## config.mk

```make
export PLATFORM = sky130hd
export DESIGN_NAME = capture_readout_arbiter
export DESIGN_NICKNAME = d
export VERILOG_FILES = /design/src/rtl/capture_readout_arbiter.sv
export SDC_FILE = /design/constraint.sdc
export NUM_CORES = 1
export LEC_CHECK = 0
export ABC_AREA = 0
export CAP_MARGIN = 10
export CORE_ASPECT_RATIO = 1.4
export CORE_UTILIZATION = 30
export CTS_CLUSTER_SIZE = 14
export DETAILED_ROUTE_END_ITERATION = 6
export DONT_BUFFER_PORTS = 1
export PLACE_DENSITY_LB_ADDON = 0.2
export SLEW_MARGIN = 10
export SYNTH_ARGS = -nofsm -noshare
export SYNTH_HDL_FRONTEND = slang
export SYNTH_HIERARCHICAL = 1
export SYNTH_SLANG_ARGS = --single-unit
```

## constraint.sdc

```tcl
create_clock -name clk_i -period 5.6 [get_ports clk_i]
set_clock_uncertainty 0.2 [all_clocks]
set_input_delay 0 -clock clk_i [delete_from_list [all_inputs] [get_ports clk_i]]
set_output_delay 0 -clock clk_i [all_outputs]
set_load 0.01 [all_outputs]
```

## src/rtl/capture_readout_arbiter.sv

```systemverilog
// Multi-channel capture buffer: one hold register and pending flag per channel,
// drained round-robin into a single valid/ready output slot.

module capture_channel #(
    parameter int TIMER_BITWIDTH = 32
) (
    input  logic                      clk_i,
    input  logic                      rst_an_i,
    input  logic                      clr_i,
    input  logic                      event_i,
    input  logic [TIMER_BITWIDTH-1:0] value_i,
    input  logic                      grant_i,
    output logic                      pending_o,
    output logic                      overflow_o,
    output logic [TIMER_BITWIDTH-1:0] hold_o
);
    logic                      pending_d, pending_q;
    logic                      overflow_d, overflow_q;
    logic [TIMER_BITWIDTH-1:0] hold_d, hold_q;

    always_comb begin
        pending_d  = pending_q;
        overflow_d = overflow_q;
        hold_d     = hold_q;
        if (clr_i) begin
            pending_d  = 1'b0;
            overflow_d = 1'b0;
            hold_d     = '0;
        end else if (event_i) begin
            // A grant frees the hold register this cycle, so the new value replaces it.
            if (!pending_q || grant_i) begin
                hold_d = value_i;
            end else begin
                overflow_d = 1'b1;
            end
            pending_d = 1'b1;
        end else if (grant_i) begin
            pending_d = 1'b0;
        end
    end

    always_ff @(posedge clk_i or negedge rst_an_i) begin
        if (!rst_an_i) begin
            pending_q  <= 1'b0;
            overflow_q <= 1'b0;
            hold_q     <= '0;
        end else begin
            pending_q  <= pending_d;
            overflow_q <= overflow_d;
            hold_q     <= hold_d;
        end
    end

    assign pending_o  = pending_q;
    assign overflow_o = overflow_q;
    assign hold_o     = hold_q;
endmodule

module capture_readout_arbiter #(
    parameter int TIMER_BITWIDTH = 32,
    parameter int NB_CAPTURES    = 10,
    parameter int CH_BITWIDTH    = 4
) (
    input  logic                                  clk_i,
    input  logic                                  rst_an_i,
    input  logic                                  rst_i,
    input  logic [NB_CAPTURES-1:0]                capture_event_i,
    input  logic [TIMER_BITWIDTH*NB_CAPTURES-1:0] captured_i,
    output logic                                  out_valid_o,
    input  logic                                  out_ready_i,
    output logic [CH_BITWIDTH-1:0]                out_channel_o,
    output logic [TIMER_BITWIDTH-1:0]             out_value_o,
    output logic [NB_CAPTURES-1:0]                pending_o,
    output logic [NB_CAPTURES-1:0]                overflow_o
);
    localparam logic [CH_BITWIDTH-1:0] LAST_CH = CH_BITWIDTH'(NB_CAPTURES - 1);

    logic [NB_CAPTURES-1:0][TIMER_BITWIDTH-1:0] hold;
    logic [NB_CAPTURES-1:0]                     pending, overflow, grant_vec;
    logic                                       slot_free, any_pending, grant_en;
    logic [CH_BITWIDTH-1:0]                     start_idx, grant_idx;
    logic [TIMER_BITWIDTH-1:0]                  grant_val;

    logic                      out_valid_d, out_valid_q;
    logic [CH_BITWIDTH-1:0]    out_channel_d, out_channel_q;
    logic [TIMER_BITWIDTH-1:0] out_value_d, out_value_q;
    logic [CH_BITWIDTH-1:0]    last_grant_d, last_grant_q;

    genvar g;
    generate
        for (g = 0; g < NB_CAPTURES; g++) begin : g_ch
            assign grant_vec[g] = grant_en && (grant_idx == CH_BITWIDTH'(g));
            capture_channel #(.TIMER_BITWIDTH(TIMER_BITWIDTH)) u_ch (
                .clk_i      (clk_i),
                .rst_an_i   (rst_an_i),
                .clr_i      (rst_i),
                .event_i    (capture_event_i[g]),
                .value_i    (captured_i[g*TIMER_BITWIDTH +: TIMER_BITWIDTH]),
                .grant_i    (grant_vec[g]),
                .pending_o  (pending[g]),
                .overflow_o (overflow[g]),
                .hold_o     (hold[g])
            );
        end
    endgenerate

    assign slot_free   = !out_valid_q || out_ready_i;
    assign any_pending = |pending;
    assign grant_en    = slot_free && any_pending && !rst_i;
    assign start_idx   = (last_grant_q == LAST_CH) ? '0 : last_grant_q + 1'b1;

    // Lowest pending index overall covers the wrap; lowest at or above start overrides it.
    always_comb begin
        grant_idx = '0;
        grant_val = '0;
        for (int i = NB_CAPTURES - 1; i >= 0; i--) begin
            if (pending[i]) begin
                grant_idx = CH_BITWIDTH'(i);
                grant_val = hold[i];
            end
        end
        for (int i = NB_CAPTURES - 1; i >= 0; i--) begin
            if (pending[i] && (CH_BITWIDTH'(i) >= start_idx)) begin
                grant_idx = CH_BITWIDTH'(i);
                grant_val = hold[i];
            end
        end
    end

    always_comb begin
        out_valid_d   = out_valid_q;
        out_channel_d = out_channel_q;
        out_value_d   = out_value_q;
        last_grant_d  = last_grant_q;
        if (rst_i) begin
            out_valid_d   = 1'b0;
            out_channel_d = '0;
            out_value_d   = '0;
            last_grant_d  = LAST_CH;
        end else if (slot_free) begin
            out_valid_d = any_pending;
            if (any_pending) begin
                out_channel_d = grant_idx;
                out_value_d   = grant_val;
                last_grant_d  = grant_idx;
            end
        end
    end

    always_ff @(posedge clk_i or negedge rst_an_i) begin
        if (!rst_an_i) begin
            out_valid_q   <= 1'b0;
            out_channel_q <= '0;
            out_value_q   <= '0;
            last_grant_q  <= LAST_CH;
        end else begin
            out_valid_q   <= out_valid_d;
            out_channel_q <= out_channel_d;
            out_value_q   <= out_value_d;
            last_grant_q  <= last_grant_d;
        end
    end

    assign out_valid_o   = out_valid_q;
    assign out_channel_o = out_channel_q;
    assign out_value_o   = out_value_q;
    assign pending_o     = pending;
    assign overflow_o    = overflow;
endmodule
```

==> impl_metrics.csv, run 1 <==
group,metric,value,unit
run_status,status,"did not finish",
run_status,haltStage,"clock tree synthesis (4_1_cts)",
run_status,firstError,"[ERROR RSZ-0060] Max buffer count reached.",
die,rows,124,
placed_design,place_congestion,0.987,
synthesis,synth_top_cell_by_area,"dfrtp_1",
clock_network,clockBufferDepth,3,
synthesis,synth_edf_count,0,
clock_network,numCtsBuffers,43,
synthesis,ys_seq_elements,379,
synthesis,yosysSeqAreaShare,0.380,
synthesis,synth_area_per_cell,9.47,sq um
clock_network,clockRootBuffer,"clkbuf_16",
synthesis,syn_nets,2967,
synthesis,synth_cells,2633,
die,io_pins,391,
synthesis,synth_cell_types,80,
placed_design,numPortBuffers,0,
synthesis,async_flop_share,1.00,
synthesis,synthFlopType,"dfrtp_1",
clock_network,hold_buffers,725,
clock_network,cts_max_level,2,
synthesis,synth_top_area_share,0.378,
placed_design,dp_hpwl,101000,um
synthesis,syn_area,24900,sq um
die,start_util,0.304,
clock_network,cts_resized,0,
clock_network,cts_sinks,379,
synthesis,ys_warn_count,6,
die,die_w,246,um
die,dieHeight,343,um
clock_network,cts_setup_buffers,0,
synthesis,synth_area_leaders,"dfrtp_1 38%, nand2b_1 17%, mux2i_1 13%",
## through the flow
step / instance area (sq um) / hold slack (ps) / worst slack (ps) / std cells / utilization
floorplan: 24900 / -496 / 2350 / 2633 / -
global placement: 25400 / -476 / 730 / 3541 / 0.310
detailed placement: 25400 / -475 / 767 / 3542 / 0.310
## synth_stat cells, types with 14 or more instances
master and n:
a21oi_1 69, nor3_1 25, o31ai_1 26, inv_1 21
o21ai_0 79, a211oi_1 14, a21o_1 14, a221o_1 17
o22ai_1 38, mux2i_1 324, o21ai_1 14, dfrtp_1 377
o221ai_1 38, a31oi_1 18, a221oi_1 63, nand2_1 131
o21a_1 19, nand3_1 45, a22oi_1 38, buf_12 30
nor2_1 127, nand2b_1 670, clkbuf_1 133, o211ai_1 22
buf_2 42, nor2b_1 17
## cell families after synthesis
group / count (synthesis) / share of synthesized area
AO/OA/AOI/OAI: 582 / 0.173
XOR/XNOR: 1 / 0.000652
buffers and inverters: 256 / 0.0655
flip-flops: 379 / 0.380
multiplexers: 324 / 0.130
AND/OR/NAND/NOR: 1091 / 0.251
==> run 2: changes to the inputs <==
--- a/config.mk
+++ b/config.mk
@@ -7,12 +7,10 @@
 export LEC_CHECK = 0
 export ABC_AREA = 0
 export CAP_MARGIN = 10
-export CORE_ASPECT_RATIO = 1.4
-export CORE_UTILIZATION = 30
-export CTS_CLUSTER_SIZE = 14
+export CORE_UTILIZATION = 20
 export DETAILED_ROUTE_END_ITERATION = 6
 export DONT_BUFFER_PORTS = 1
-export PLACE_DENSITY_LB_ADDON = 0.2
+export PLACE_DENSITY_LB_ADDON = 0.15
 export SLEW_MARGIN = 10
 export SYNTH_ARGS = -nofsm -noshare
 export SYNTH_HDL_FRONTEND = slang
==> run 2 against run 1 <==
  * The flow now finishes, with violations (DRC)
  * Synthesized area is the same
  * Synthesized cell count unchanged
==> impl_metrics.csv, run 2 <==
group,metric,value,unit
global_routing,first_global_vias,24700,
die,rows,129,
drt,dr_wl_met3,9450,um
clock_network,cts_max_level,2,
synthesis,synth_compound_area_frac,0.173,
die,start_util,0.202,
timing,slew_headroom,0.113,
clock_network,clk_latency,650,ps
timing,setup_tns,0,ps
layout,drive_above_1_share,0.0677,
synthesis,synth-adder-area-share,0,
drt,drc,1,
global_routing,grt_max_degree,496,
synthesis,synth_area_leaders,"dfrtp_1 38%, nand2b_1 17%, mux2i_1 13%",
placed_design,place_congestion,0.958,
critical_path,required,5920,ps
synthesis,syn_nets,2967,
job,drv_cap,0,
critical_path,cpPeakStageDelay,840,ps
run_status,status,"complete, but fails checks",
critical_path,critPathSlowestCell,"dfrtp_1",
power,p_total,11.5,mW
drt,drt-initial-drc-count,2236,
drt,top_layer_used,"met4",
synthesis,ys_seq_elements,379,
layout,largest_reg_flops,320,
critical_path,path_class,"reg2reg",
drt,first_pass_iters,7,
placed_design,numPortBuffers,0,
drt,drtAntennaViolNets,0,
synthesis,synth_top_area_share,0.378,
drt,finalWirelength,147000,um
drt,vias,24100,
synthesis,syn_area,24900,sq um
power,sw_frac_of_total,0.416,
clock_network,cts_tree,"yes",
die,die_w,355,um
critical_path,path_max_fanout,34,
timing,period_needed,5360,ps
synthesis,synth_xor_area_frac,0.000652,
power,power_density,319,nW/um^2
timing,finalCritPeriodShare,0.958,
power,internal_power,6.72,mW
clock_network,cts_sinks,379,
power,p_leak,14.3,nW
synthesis,synth_top_family_by_area,"simple AND/OR/NAND/NOR gates",
synthesis,yosysSeqAreaShare,0.380,
timing,fmax,0.186,GHz
drt,vias_per_cell,4.80,
layout,final_nets,3663,
synthesis,yosysMostFrequentCell,"nand2b_1",
timing,worst_pin_slew,1320,ps
placed_design,dp_hpwl,109000,um
synthesis,async_flop_share,1.00,
clock_network,clockBufferDepth,3,
power,power_frac_seq,0.322,
worst_hold_path,hold_class,"in2reg",
layout,areaGrowthSynthToFinish,44.7,%
global_routing,overflow,0,
drt,wl_per_cell,29.4,um
drt,wl_met1,62600,um
synthesis,synth_mux_area_frac,0.130,
clock_network,clockRootBuffer,"clkbuf_16",
layout,mostFrequentLayoutCells,"791 x dlygate4sd3_1, 670 x nand2b_1, 373 x dfrtp_1, 324 x mux2i_1, 131 x nand2_1",
die,core,124000,sq um
synthesis,synth_edf_count,0,
clock_network,numCtsBuffers,50,
synthesis,ys_warn_count,6,
power,clockPowerShare,0.299,
clock_network,path_clk_slew,60,ps
critical_path,end_kind,"register",
synthesis,synth-simple-area-share,0.251,
timing,final_hold_viol_count,0,
timing,setup_viol,0,
die,dieHeight,355,um
synthesis,synth_cells,2633,
critical_path,path_cells,"and4_1 > o31a_1 > buf_4 > nor3_2 > a211o_1 > nor3_1 > buf_4 > nor2b_4 > nor2_1 > dlygate4sd3_1 > nor2_1 > dlygate4sd3_1",
global_routing,grt_pass1_wl,201000,um
synthesis,synth_area_per_cell,9.47,sq um
synthesis,synthTopCellsByCount,"670 x nand2b_1, 377 x dfrtp_1, 324 x mux2i_1",
synthesis,synthFlopType,"dfrtp_1",
critical_path,setup.worst_path.start_class,"register",
critical_path,crit_arrival,5690,ps
layout,final_common_cell,"dlygate4sd3_1",
power,ir_drop,0.185,mV
run_status,violations,"DRC",
drt,dr_wl_met2,67300,um
timing,rsz0062_at_grt,"no",
timing,final-max-slew-violation-count,0,
global_routing,grt_antenna_before_repair,7,
die,io_pins,391,
die,die_area,126000,sq um
power,pwr-share-comb,0.380,
global_routing,grtUsageTotal,0.228,
synthesis,synth_top_cell_by_area,"dfrtp_1",
synthesis,synth_cell_types,80,
power,switchingPower,4.78,mW
==> run 2: cell counts after synthesis <==
No cell type changed its count.
==> run 2: area by class of cell <==
class	instances	area, sq um
Timing Repair Buffer	877	8830
Clock buffer	71	1440
Inverter	23	86.3
Sequential cell	379	9490
Fill cell	13100	87600
Multi-Input combinational cell	1998	13900
Clock inverter	20	293
Tap cell	1637	2050
Antenna cell	1	2.50
==> run 2: metrics by stage <==
step | cell area (sq um) | utilization | std cells | worst slack, ps | hold slack [ps]
3_3_place_gp | 26200 | 0.212 | 4116 | 884 | -433
2_1_floorplan | 24900 | - | 2633 | 2350 | -496
3_5_place_dp | 26200 | 0.212 | 4116 | 897 | -428
5_1_grt | 36100 | 0.292 | 5005 | 85.4 | 240
6_report | 36100 | 0.292 | 5006 | 235 | 245
4_1_cts | 35900 | 0.290 | 4997 | 161 | -1130
==> run 2: path summary, 6_finish.rpt <==
check | depth (start not counted) | startpoint | slack [ps] | endpoint
max in group asynchronous | 5 | rst_an_i | 3220 | g_ch[7].u_ch/hold_o[16]$_DFFE_PN0P_
worst max register to register | 12 | out_channel_o[2]$_DFFE_PN0P_ | 240 | g_ch[4].u_ch/pending_o$_DFFE_PN0P_
worst min-delay path | 4 | capture_event_i[3] | 240 | g_ch[3].u_ch/hold_o[17]$_DFFE_PN0P_
worst max-delay path | 12 | out_channel_o[2]$_DFFE_PN0P_ | 240 | g_ch[4].u_ch/pending_o$_DFFE_PN0P_
min in group asynchronous | 4 | rst_an_i | 340 | g_ch[1].u_ch/hold_o[19]$_DFFE_PN0P_
worst min register to register | 2 | g_ch[0].u_ch/hold_o[14]$_DFFE_PN0P_ | 340 | g_ch[0].u_ch/hold_o[14]$_DFFE_PN0P_
==> run 2: what timing repair did <==
| item | 4_1_cts | 5_1_grt |
|---|---|---|
| hold buffers | 790 | 5 |
| endpoints found under the hold margin | 752 | 260 |
| buffers inserted | 0 | 0 |
| gates resized for setup | 0 | 1 |
| setup endpoints to repair | 0 | 1 |
==> run 2: metal layers <==
metal | GRT usage | up-vias
met4 | 0.106 | 0
met5 | 0 | -
met3 | 0.0400 | 197
met1 | 0.294 | 12100
met2 | 0.368 | 978
li1 | - | 10800
==> run 2: power groups by stage <==
stage	registers [mW]	clock network (mW)	logic, mW
2_1_floorplan	3.30	0	2.29
3_3_place_gp	3.74	0	3.66
3_5_place_dp	3.75	0	3.65
4_1_cts	3.71	3.55	4.20
5_1_grt	3.72	3.66	4.56
6_report	3.70	3.44	4.37
==> run 2: critical path, delay by kind of cell (launching register included) <==
kind,cells,cell delay (ps)
flops,1,840
compound gates,2,630
simple gates,6,1720
buf+inv,4,1820
==> run 2: logic make-up after synthesis <==
kind of cell	after synthesis
AND/OR/NAND/NOR	1091
AO/OA/AOI/OAI	582
buffers and inverters	256
XOR/XNOR	1
flip-flops	379
multiplexers	324
No activity file was read; power rests on OpenSTA's default activity.
